--- config.mk ---
export PLATFORM = sky130hd
export DESIGN_NAME = div_unit
export DESIGN_NICKNAME = d
export VERILOG_FILES = /design/src/rtl/div_unit.sv
export SDC_FILE = /design/constraint.sdc
export NUM_CORES = 1
export LEC_CHECK = 0
export ABC_AREA = 0
export BUFFER_PORTS_ARGS = -buffer_cell sky130_fd_sc_hd__buf_2
export CAP_MARGIN = 25
export CORE_MARGIN = 2
export CORE_UTILIZATION = 42
export CTS_CLUSTER_SIZE = 10
export DETAILED_ROUTE_END_ITERATION = 16
export GPL_ROUTABILITY_DRIVEN = 0
export PLACE_DENSITY_LB_ADDON = 0.3
export SKIP_CTS_REPAIR_TIMING = 1
export SYNTH_ARGS = -nofsm -noshare
export SYNTH_HDL_FRONTEND = slang
export SYNTH_SLANG_ARGS = --single-unit
--- constraint.sdc ---
create_clock -name clk -period 3.6 [get_ports clk]
set_clock_uncertainty 0.1 [all_clocks]
set_input_delay 0.72 -clock clk [delete_from_list [all_inputs] [get_ports clk]]
set_output_delay 0.72 -clock clk [all_outputs]
set_load 0.01 [all_outputs]
--- src/rtl/div_unit.sv ---
// Signed restoring divider: quotient -> lo_out, remainder -> hi_out; done DATA_W+2 cycles after start, no backpressure (start ignored unless idle).
// Optional DIV_ZERO_EXC_EN: a zero divisor finishes on the next cycle with div_zero and leaves hi_out/lo_out untouched.
module div_unit #(
    parameter int DATA_W = 32
) (
    input  logic              clk,
    input  logic              reset,
    input  logic              start,
    input  logic [DATA_W-1:0] a_in,
    input  logic [DATA_W-1:0] b_in,
    output logic              busy,
    output logic              done,
    output logic              div_zero,
    output logic [DATA_W-1:0] hi_out,
    output logic [DATA_W-1:0] lo_out
);

    localparam int CNT_W = $clog2(DATA_W + 1);

    typedef enum logic [1:0] {
        S_IDLE,
        S_CALC,
        S_FIX,
        S_DONE
    } state_t;

    state_t            state_q, state_d;
    logic [DATA_W-1:0] rem_q, rem_d;
    logic [DATA_W-1:0] quo_q, quo_d;
    logic [DATA_W-1:0] dvs_q, dvs_d;
    logic [CNT_W-1:0]  cnt_q, cnt_d;
    logic              q_neg_q, q_neg_d;
    logic              r_neg_q, r_neg_d;
    logic              bz_q, bz_d;
    logic [DATA_W-1:0] hi_q, hi_d;
    logic [DATA_W-1:0] lo_q, lo_d;
`ifdef DIV_ZERO_EXC_EN
    logic              dz_q, dz_d;
`endif

    logic [DATA_W:0]   shifted;
    logic [DATA_W:0]   diff;
    logic              fits;
    logic [DATA_W-1:0] a_mag;
    logic [DATA_W-1:0] b_mag;

    // Magnitude of the most-negative value is representable as unsigned, so no special case is needed.
    assign a_mag   = a_in[DATA_W-1] ? (~a_in + 1'b1) : a_in;
    assign b_mag   = b_in[DATA_W-1] ? (~b_in + 1'b1) : b_in;
    assign shifted = {rem_q, quo_q[DATA_W-1]};
    assign diff    = shifted - {1'b0, dvs_q};
    assign fits    = (shifted >= {1'b0, dvs_q});

    always_comb begin
        state_d = state_q;
        rem_d   = rem_q;
        quo_d   = quo_q;
        dvs_d   = dvs_q;
        cnt_d   = cnt_q;
        q_neg_d = q_neg_q;
        r_neg_d = r_neg_q;
        bz_d    = bz_q;
        hi_d    = hi_q;
        lo_d    = lo_q;
`ifdef DIV_ZERO_EXC_EN
        dz_d    = dz_q;
`endif
        case (state_q)
            S_IDLE: begin
                if (start) begin
                    rem_d   = '0;
                    quo_d   = a_mag;
                    dvs_d   = b_mag;
                    cnt_d   = '0;
                    q_neg_d = a_in[DATA_W-1] ^ b_in[DATA_W-1];
                    r_neg_d = a_in[DATA_W-1];
                    bz_d    = (b_in == '0);
`ifdef DIV_ZERO_EXC_EN
                    dz_d    = (b_in == '0);
                    state_d = (b_in == '0) ? S_DONE : S_CALC;
`else
                    state_d = S_CALC;
`endif
                end
            end
            S_CALC: begin
                rem_d = fits ? diff[DATA_W-1:0] : shifted[DATA_W-1:0];
                quo_d = {quo_q[DATA_W-2:0], fits};
                cnt_d = cnt_q + 1'b1;
                if (cnt_q == CNT_W'(DATA_W - 1)) begin
                    state_d = S_FIX;
                end
            end
            S_FIX: begin
                // A zero divisor yields all-ones regardless of dividend sign.
                hi_d    = r_neg_q ? (~rem_q + 1'b1) : rem_q;
                lo_d    = bz_q ? '1 : (q_neg_q ? (~quo_q + 1'b1) : quo_q);
                state_d = S_DONE;
            end
            S_DONE: begin
                state_d = S_IDLE;
            end
            default: begin
                state_d = S_IDLE;
            end
        endcase
    end

    always_ff @(posedge clk or negedge reset) begin
        if (!reset) begin
            state_q <= S_IDLE;
            rem_q   <= '0;
            quo_q   <= '0;
            dvs_q   <= '0;
            cnt_q   <= '0;
            q_neg_q <= 1'b0;
            r_neg_q <= 1'b0;
            bz_q    <= 1'b0;
            hi_q    <= '0;
            lo_q    <= '0;
`ifdef DIV_ZERO_EXC_EN
            dz_q    <= 1'b0;
`endif
        end else begin
            state_q <= state_d;
            rem_q   <= rem_d;
            quo_q   <= quo_d;
            dvs_q   <= dvs_d;
            cnt_q   <= cnt_d;
            q_neg_q <= q_neg_d;
            r_neg_q <= r_neg_d;
            bz_q    <= bz_d;
            hi_q    <= hi_d;
            lo_q    <= lo_d;
`ifdef DIV_ZERO_EXC_EN
            dz_q    <= dz_d;
`endif
        end
    end

    assign busy   = (state_q != S_IDLE);
    assign done   = (state_q == S_DONE);
    assign hi_out = hi_q;
    assign lo_out = lo_q;
`ifdef DIV_ZERO_EXC_EN
    assign div_zero = (state_q == S_DONE) && dz_q;
`else
    assign div_zero = 1'b0;
`endif

endmodule

==> report_table.html, run 1 <==
<table>
<tr><th>Metric</th><th>Value</th></tr>
<tr><th colspan="2">Routing</th></tr>
<tr><td>Antenna-violating nets left</td><td>0</td></tr>
<tr><td>Vias per Instance</td><td>around 5.5</td></tr>
<tr><td>Overall via count from detail_route</td><td>about 9900</td></tr>
<tr><td>Pre-Repair DR Iteration Count</td><td>6</td></tr>
<tr><td>Initial DRC count</td><td>856</td></tr>
<tr><td>Remaining DRCs</td><td>0</td></tr>
<tr><td>Aggregate routed wire length</td><td>29300 um</td></tr>
<tr><td>Detailed-route wire length per cell</td><td>approximately 16 um</td></tr>
<tr><th colspan="2">Power and ir drop</th></tr>
<tr><td>Fraction of power consumed by combinational cells</td><td>0.580</td></tr>
<tr><td>Power density of the placed cells</td><td>approximately 1000 nW/um2</td></tr>
<tr><td>Static leakage</td><td>roughly 5.9 nW</td></tr>
<tr><td>Internal cell power</td><td>just over 7 mW</td></tr>
<tr><td>Clock network fraction of total power</td><td>0.140</td></tr>
<tr><td>Total power</td><td>between 10 and 15 mW</td></tr>
<tr><td>Peak supply drop</td><td>0.000453 V</td></tr>
<tr><td>NetSw</td><td>roughly 6.5 mW</td></tr>
<tr><td>Sw frac</td><td>0.478</td></tr>
<tr><td>Power share of the sequential group</td><td>0.280</td></tr>
<tr><th colspan="2">Critical path</th></tr>
<tr><td>Crit path largest cell delay</td><td>480 ps</td></tr>
<tr><td>Cells along the critical path</td><td>ha_1 &gt; and3_1 &gt; and3_1 &gt; nand3_1 &gt; a211oi_1 &gt; nor3_1 &gt; o31ai_4 &gt; buf_4 &gt; mux2i_1 &gt; o21ai_0</td></tr>
<tr><td>Critical path endpoint category</td><td>flip-flop</td></tr>
<tr><td>Worst path required time</td><td>between 3000 and 4000 ps</td></tr>
<tr><td>Kind of critical path</td><td>reg2reg</td></tr>
<tr><td>Kind of launch point of the worst setup path</td><td>flip-flop</td></tr>
<tr><td>Most used cell along the critical path</td><td>and3_1</td></tr>
<tr><td>CP Data Arrival Time</td><td>about 3600 ps</td></tr>
<tr><td>Worst Reg2Reg Path Length in Cells</td><td>10</td></tr>
<tr><td>Slowest cell on the critical path</td><td>dfrtp_1</td></tr>
<tr><td>Crit-path max FO</td><td>19</td></tr>
<tr><th colspan="2">Synthesis</th></tr>
<tr><td>Leading area contributor after synthesis</td><td>dfrtp_1</td></tr>
<tr><td>Number of synthesized register bits</td><td>around 170</td></tr>
<tr><td>Dominant cells by area after synthesis</td><td>dfrtp_1 (39%), xor2_1 (9.1%), o21ai_0 (6.8%)</td></tr>
<tr><td>List of most frequent post-synthesis cells</td><td>dfrtp_1 (171), nand2_1 (154), o21ai_0 (151)</td></tr>
<tr><td>Number of different library cells in the post-synthesis netlist</td><td>between 50 and 60</td></tr>
<tr><td>Synthesized instance count</td><td>1316</td></tr>
<tr><td>Register area share after synthesis</td><td>0.386</td></tr>
<tr><td>Cell Area, Synth</td><td>11100 um2</td></tr>
<tr><td>Synth async-reset ratio</td><td>1.00</td></tr>
<tr><td>Most used flip-flop cell after synthesis</td><td>dfrtp_1</td></tr>
<tr><td>Most used standard cell by instance count after synthesis</td><td>dfrtp_1</td></tr>
<tr><td>Area fraction of the dominant cell type after synthesis</td><td>0.386</td></tr>
<tr><td>Synthesized area per cell</td><td>between 8 and 9 um2</td></tr>
<tr><td>Count of warnings emitted by yosys</td><td>0</td></tr>
<tr><td>Nets in the synthesized netlist</td><td>about 1400</td></tr>
<tr><td>Count of flip-flops with a built-in enable after synthesis</td><td>0</td></tr>
<tr><th colspan="2">Clock tree</th></tr>
<tr><td>Clock edge transition at the registers on the reported setup and hold paths</td><td>~70 ps</td></tr>
<tr><td>Skew-Pair Late Insertion Delay</td><td>approximately 440 ps</td></tr>
<tr><td>TritonCTS clock tree</td><td>built</td></tr>
<tr><td>Clock buffer count from CTS</td><td>17</td></tr>
<tr><td>Depth of the CTS H-tree</td><td>4</td></tr>
<tr><td>Bufs on Longest Clock Path</td><td>2</td></tr>
<tr><td>Number of sinks on the clock net</td><td>roughly 170</td></tr>
<tr><td>Root cell of the clock tree</td><td>clkbuf_16</td></tr>
<tr><th colspan="2">Floorplan</th></tr>
<tr><td>Vertical extent of the die</td><td>166 um</td></tr>
<tr><td>Floorplan Core Area</td><td>approximately 26000 um2</td></tr>
<tr><td>Top-Level Pins</td><td>roughly 130</td></tr>
<tr><td>Total die area</td><td>~28000 um2</td></tr>
<tr><td>Cell Rows</td><td>between 50 and 60</td></tr>
<tr><td>Die Wd</td><td>between 150 and 200 um</td></tr>
<tr><td>Initial Util</td><td>0.427</td></tr>
<tr><th colspan="2">Finish</th></tr>
<tr><td>Final net count</td><td>roughly 1600</td></tr>
<tr><td>Final Core Density</td><td>0.500</td></tr>
<tr><td>Share of cells above drive strength 1</td><td>0.159</td></tr>
<tr><td>Growth of design area from synthesis to finish</td><td>17.2%</td></tr>
<tr><td>Final design area excluding fillers</td><td>about 13000 um2</td></tr>
<tr><td>Fillers</td><td>~2500</td></tr>
<tr><th colspan="2">Timing</th></tr>
<tr><td>Total count of max-transition violations in the final report</td><td>0</td></tr>
<tr><td>Relative slew slack</td><td>0.367</td></tr>
<tr><td>Transition time at the pin with the least slew margin</td><td>950 ps</td></tr>
<tr><td>Final number of hold-violating endpoints</td><td>0</td></tr>
<tr><td>Worst hold slack after final layout</td><td>a little over 80 ps</td></tr>
<tr><td>Total of endpoints with negative setup slack in the final report</td><td>0</td></tr>
<tr><td>Ratio of final minimum period to clock period</td><td>0.959</td></tr>
<tr><td>Maximum frequency from static timing analysis</td><td>290 MHz</td></tr>
<tr><td>Unrepaired setup endpoints after global routing</td><td>false</td></tr>
<tr><td>Minimum clock period after layout</td><td>roughly 3500 ps</td></tr>
<tr><th colspan="2">Hold path</th></tr>
<tr><td>Worst hold-check path type</td><td>in2async</td></tr>
<tr><th colspan="2">Global routing</th></tr>
<tr><td>Antenna violations before repair</td><td>1</td></tr>
<tr><td>Pin count of the biggest net entering global routing</td><td>70</td></tr>
<tr><td>Via count of the first global-routing pass</td><td>between 9000 and 10000</td></tr>
<tr><td>Global-route usage over all layers</td><td>0.210</td></tr>
<tr><td>Total congestion overflow after global routing</td><td>0</td></tr>
<tr><td>First-pass GRT wire length</td><td>approximately 48000 um</td></tr>
<tr><th colspan="2">Run</th></tr>
<tr><td>Max-cap violation count</td><td>0</td></tr>
<tr><th colspan="2">Status</th></tr>
<tr><td>Run status</td><td>finished clean</td></tr>
<tr><th colspan="2">Place</th></tr>
<tr><td>Port-buffer cells</td><td>roughly 130</td></tr>
<tr><td>Post-detailed-placement cell area</td><td>approximately 12000 um2</td></tr>
<tr><td>DP HPWL</td><td>22200 um</td></tr>
</table>
[cell type report]
| class | instances | area, um2 | share of cell area |
|---|---|---|---|
| Clock inverter | 15 | 189 | 0.0145 |
| Antenna cell | 1 | 2.50 | 0.000193 |
| Inverter | 55 | 206 | 0.0159 |
| Clock buffer | 17 | 425 | 0.0327 |
| Tap cell | 335 | 419 | 0.0323 |
| Sequential cell | 171 | 4280 | 0.329 |
| Multi-Input combinational cell | 1025 | 6390 | 0.492 |
| Timing Repair Buffer | 182 | 1080 | 0.0831 |
[final timing paths]
kind / slack, ps / to / from
hold reg to reg: 380 / dvs_q[23] / dvs_q[23]
setup reg to reg: 150 / rem_q[12] / rem_q[21]
hold / removal: 80 / dvs_q[6] / reset
setup / recovery: 150 / rem_q[12] / rem_q[21]
min in group clk: 380 / dvs_q[23] / dvs_q[23]
max in group asynchronous: 2530 / cnt_q[0] / reset
[routing by layer]
| layer | routed length (um) | global-route usage | up-vias |
|---|---|---|---|
| li1 | - | - | 4926 |
| met1 | 14900 | 0.325 | 4684 |
| met2 | 12200 | 0.303 | 303 |
| met3 | 1730 | 0.0337 | 32 |
| met4 | 429 | 0.0536 | 0 |
| met5 | 0 | 0 | - |
[critical path: cells and delay by family (launching register included)]
kind                     cells  cell delay [ps]
adder cells (fa/ha/maj)      1              440
multiplexers                 1              220
AND/OR/NAND/NOR              4              800
flip-flops                   1              480
buffers and inverters        1              360
AO/OA/AOI/OAI                3              870
[metrics by stage]
stage | setup slack (ps) | std cells | setup TNS, ps
3_3_place_gp | -122 | 1768 | -516
3_5_place_dp | -143 | 1768 | -673
5_1_grt | 59.0 | 1801 | 0
6_report | 148 | 1801 | 0
2_1_floorplan | 15.3 | 1316 | 0
4_1_cts | 212 | 1800 | 0
[sequential cells by signal, indices dropped and copies added, names as in the netlist]
signal   count
lo_out      32
rem_q       32
q_neg_q      1
r_neg_q      1
hi_out      32
state_q      2
dvs_q       32
cnt_q        6
bz_q         1
quo_q       32
[cell usage in the layout, fill, tap and decap left out, types with 15 or more instances in the layout]
master / n
a21o_1: 15
a21oi_1: 129
buf_2: 131
buf_4: 47
clkbuf_16: 17
dfrtp_1: 171
ha_1: 40
inv_1: 54
mux2i_1: 33
nand2_1: 153
nand3_1: 20
nor2_1: 127
nor4_1: 16
o21ai_0: 150
o31ai_1: 29
o41ai_1: 21
or3_1: 18
or4_1: 15
xnor2_1: 32
xor2_1: 115
[logic make-up (layout without fill, tap and decap cells)]
family | after synthesis | in the layout | synth area share
AOI/OAI and AO/OA | 395 | 395 | 0.208
xor gates and xnor gates | 147 | 147 | 0.116
adders and majority gates | 42 | 42 | 0.0481
buffers and inverters | 120 | 269 | 0.0419
DFF | 171 | 171 | 0.386
muxes | 36 | 36 | 0.0329
other | 1 | 2 | 0.000338
and+or+nand+nor | 404 | 404 | 0.166
[power by group through the flow]
stage | clock [mW] | sequential (mW) | combinational, mW
after floorplan | 0 | 3.67 | 5.55
after global placement | 0 | 3.75 | 7.60
after detailed placement | 0 | 3.80 | 7.75
after CTS | 1.93 | 3.76 | 7.80
after global routing | 2.02 | 3.92 | 8.78
final | 1.90 | 3.78 | 7.84
(Power assumes the default switching activity.)
==> inputs of run 2 (changes only) <==
MAX_ROUTING_LAYER = met4   (was not set)
==> run 2 against run 1 <==
Net effect:
- sequential power hardly changed
- critical endpoint unchanged
- utilization stayed put
- power hardly changed
- wire length hardly changed
- critical path depth stayed put
- count of clock-buffer cells in the layout stayed put
- largest cell class unchanged
- final area stayed put
- combinational power hardly changed
- sequential share of layout area stayed put
- worst hold slack better by 1.3 ps
- register-to-register slack better by 40 ps
- first-iteration DRC count is 12% lower
==> report_table.html, run 2 (synthesis results as in run 1) <==
<table>
<tr><th>Metric</th><th>Value</th></tr>
<tr><th colspan="2">Hold path</th></tr>
<tr><td>Worst hold-check path type</td><td>in2async</td></tr>
<tr><th colspan="2">Floorplan</th></tr>
<tr><td>Vertical extent of the die</td><td>166 um (unchanged)</td></tr>
<tr><td>Initial Util</td><td>0.427 (unchanged)</td></tr>
<tr><td>Total die area</td><td>27700 um2 (unchanged)</td></tr>
<tr><td>Floorplan Core Area</td><td>26000 um2 (unchanged)</td></tr>
<tr><td>Die Wd</td><td>166 um (unchanged)</td></tr>
<tr><td>Top-Level Pins</td><td>134 (unchanged)</td></tr>
<tr><td>Cell Rows</td><td>59 (unchanged)</td></tr>
<tr><th colspan="2">Clock tree</th></tr>
<tr><td>Skew-Pair Late Insertion Delay</td><td>430 ps (about the same)</td></tr>
<tr><td>Clock buffer count from CTS</td><td>17 (unchanged)</td></tr>
<tr><td>Clock edge transition at the registers on the reported setup and hold paths</td><td>80 ps (about the same)</td></tr>
<tr><td>Number of sinks on the clock net</td><td>171 (unchanged)</td></tr>
<tr><td>Bufs on Longest Clock Path</td><td>2 (unchanged)</td></tr>
<tr><td>TritonCTS clock tree</td><td>built</td></tr>
<tr><td>Depth of the CTS H-tree</td><td>4 (unchanged)</td></tr>
<tr><td>Root cell of the clock tree</td><td>clkbuf_16</td></tr>
<tr><th colspan="2">Run</th></tr>
<tr><td>Max-cap violation count</td><td>0 (unchanged)</td></tr>
<tr><th colspan="2">Timing</th></tr>
<tr><td>Relative slew slack</td><td>0.359 (-0.00727)</td></tr>
<tr><td>Transition time at the pin with the least slew margin</td><td>961 ps (+10.9 ps)</td></tr>
<tr><td>Minimum clock period after layout</td><td>3420 ps (-35.8 ps)</td></tr>
<tr><td>Ratio of final minimum period to clock period</td><td>0.949 (-0.00994)</td></tr>
<tr><td>Worst hold slack after final layout</td><td>83.3 ps (+1.26 ps)</td></tr>
<tr><td>Total count of max-transition violations in the final report</td><td>0 (unchanged)</td></tr>
<tr><td>Maximum frequency from static timing analysis</td><td>293 MHz (+1.0%)</td></tr>
<tr><td>Final number of hold-violating endpoints</td><td>0 (unchanged)</td></tr>
<tr><td>Unrepaired setup endpoints after global routing</td><td>false</td></tr>
<tr><td>Total of endpoints with negative setup slack in the final report</td><td>0 (unchanged)</td></tr>
<tr><td>Worst path setup slack after routing</td><td>184 ps (+35.8 ps)</td></tr>
<tr><td>Final total negative setup slack</td><td>0 ps (unchanged)</td></tr>
<tr><th colspan="2">Power and ir drop</th></tr>
<tr><td>Static leakage</td><td>5.90 nW (unchanged)</td></tr>
<tr><td>Power density of the placed cells</td><td>1040 nW/um2 (about the same)</td></tr>
<tr><td>Peak supply drop</td><td>0.000453 V (about the same)</td></tr>
<tr><th colspan="2">Routing</th></tr>
<tr><td>Aggregate routed wire length</td><td>29300 um (about the same)</td></tr>
<tr><td>Vias per Instance</td><td>5.55 (+0.46%)</td></tr>
<tr><td>Remaining DRCs</td><td>0 (unchanged)</td></tr>
<tr><td>Pre-Repair DR Iteration Count</td><td>5 (-1)</td></tr>
<tr><td>Antenna-violating nets left</td><td>0 (unchanged)</td></tr>
<tr><td>Overall via count from detail_route</td><td>9991 (+0.46%)</td></tr>
<tr><td>Detailed-route wire length per cell</td><td>16.3 um (about the same)</td></tr>
<tr><td>Initial DRC count</td><td>757 (-12%)</td></tr>
<tr><th colspan="2">Status</th></tr>
<tr><td>Run status</td><td>finished clean</td></tr>
<tr><th colspan="2">Place</th></tr>
<tr><td>Port-buffer cells</td><td>132 (unchanged)</td></tr>
<tr><td>Post-Place Cells</td><td>1768 (unchanged)</td></tr>
<tr><td>Worst slack, placed</td><td>-143 ps (unchanged)</td></tr>
<tr><td>Post-detailed-placement cell area</td><td>12400 um2 (unchanged)</td></tr>
<tr><td>DP HPWL</td><td>22200 um (unchanged)</td></tr>
<tr><th colspan="2">Finish</th></tr>
<tr><td>Share of cells above drive strength 1</td><td>0.159 (unchanged)</td></tr>
<tr><td>Growth of design area from synthesis to finish</td><td>17.2% (unchanged)</td></tr>
<tr><td>Highest-count cells in the layout ignoring fill and taps</td><td>dfrtp_1 (171), nand2_1 (153), o21ai_0 (150)</td></tr>
<tr><td>Commonest non-fill, non-tap cell in the layout</td><td>dfrtp_1</td></tr>
<tr><td>Final net count</td><td>1561 (unchanged)</td></tr>
<tr><td>Final design area excluding fillers</td><td>13000 um2 (unchanged)</td></tr>
<tr><td>Number of standard cells in the final layout excluding fillers</td><td>1801 (unchanged)</td></tr>
<tr><th colspan="2">Critical path</th></tr>
<tr><td>Kind of launch point of the worst setup path</td><td>flip-flop</td></tr>
<tr><td>Critical path endpoint category</td><td>flip-flop</td></tr>
<tr><td>Crit-path max FO</td><td>19 (unchanged)</td></tr>
<tr><td>CP Data Arrival Time</td><td>3590 ps (-40 ps)</td></tr>
<tr><td>Worst path required time</td><td>3780 ps (about the same)</td></tr>
<tr><td>Kind of critical path</td><td>reg2reg</td></tr>
<tr><th colspan="2">Global routing</th></tr>
<tr><td>First-pass GRT wire length</td><td>47900 um (about the same)</td></tr>
<tr><td>Global-route usage over all layers</td><td>0.216 (+0.00624)</td></tr>
<tr><td>Pin count of the biggest net entering global routing</td><td>70 (unchanged)</td></tr>
<tr><td>Antenna violations before repair</td><td>1 (unchanged)</td></tr>
<tr><td>Total congestion overflow after global routing</td><td>0 (unchanged)</td></tr>
<tr><td>Via count of the first global-routing pass</td><td>9326 (-0.011%)</td></tr>
</table>
## run 2: worst max-delay path, stage by stage, from the launching register on
cell,delay (ps)
dfrtp_1,480
ha_1,440
and3_1,260
and3_1,230
nand3_1,130
a211oi_1,450
nor3_1,180
o31ai_4,270
buf_4,370
mux2i_1,220
o21ai_0,120
## run 2: per-layer routing
| metal | share of wire | routed length, um | global-route usage | vias up |
|---|---|---|---|---|
| li1 | - | - | - | 4922 |
| met1 | 0.51 | 15000 | 0.327 | 4705 |
| met2 | 0.41 | 12100 | 0.303 | 322 |
| met3 | 0.059 | 1740 | 0.0311 | 42 |
| met4 | 0.016 | 467 | 0.0525 | 0 |
| met5 | 0 | 0 | - | - |
## run 2: through the flow
stage / utilization / power, mW
2_1_floorplan: - / 9.22
3_3_place_gp: 0.476 / 11.3
3_5_place_dp: 0.476 / 11.5
4_1_cts: 0.500 / 13.5
5_1_grt: 0.500 / 14.7
6_report: 0.500 / 13.5
## run 2: worst paths after layout
check,start,to,slack [ps],depth (start not counted)
setup / recovery,rem_q[21],rem_q[12],180,10
hold reg to reg,dvs_q[23],dvs_q[23],380,2
min in group clk,dvs_q[23],dvs_q[23],380,2
setup reg to reg,rem_q[21],rem_q[12],180,10
hold / removal,reset,dvs_q[6],80,1
max in group asynchronous,reset,cnt_q[0],2520,2
## run 2: cell type report
class | count | area, um2
multi-input cells | 1025 | 6390
clock inverters | 15 | 189
fillers | 2472 | 13000
flip-flops and latches | 171 | 4280
clock buffers | 17 | 425
repair buffers | 182 | 1080
inverters | 55 | 206
diodes | 1 | 2.50
well taps | 335 | 419
## run 2: power breakdown
group	total [mW]	switching, mW	leakage [nW]	internal (mW)
clock	1.90	0.943	0.299	0.953
combinational	7.84	4.58	3.55	3.26
sequential	3.78	0.931	2.05	2.85
total	13.5	6.45	5.90	7.06
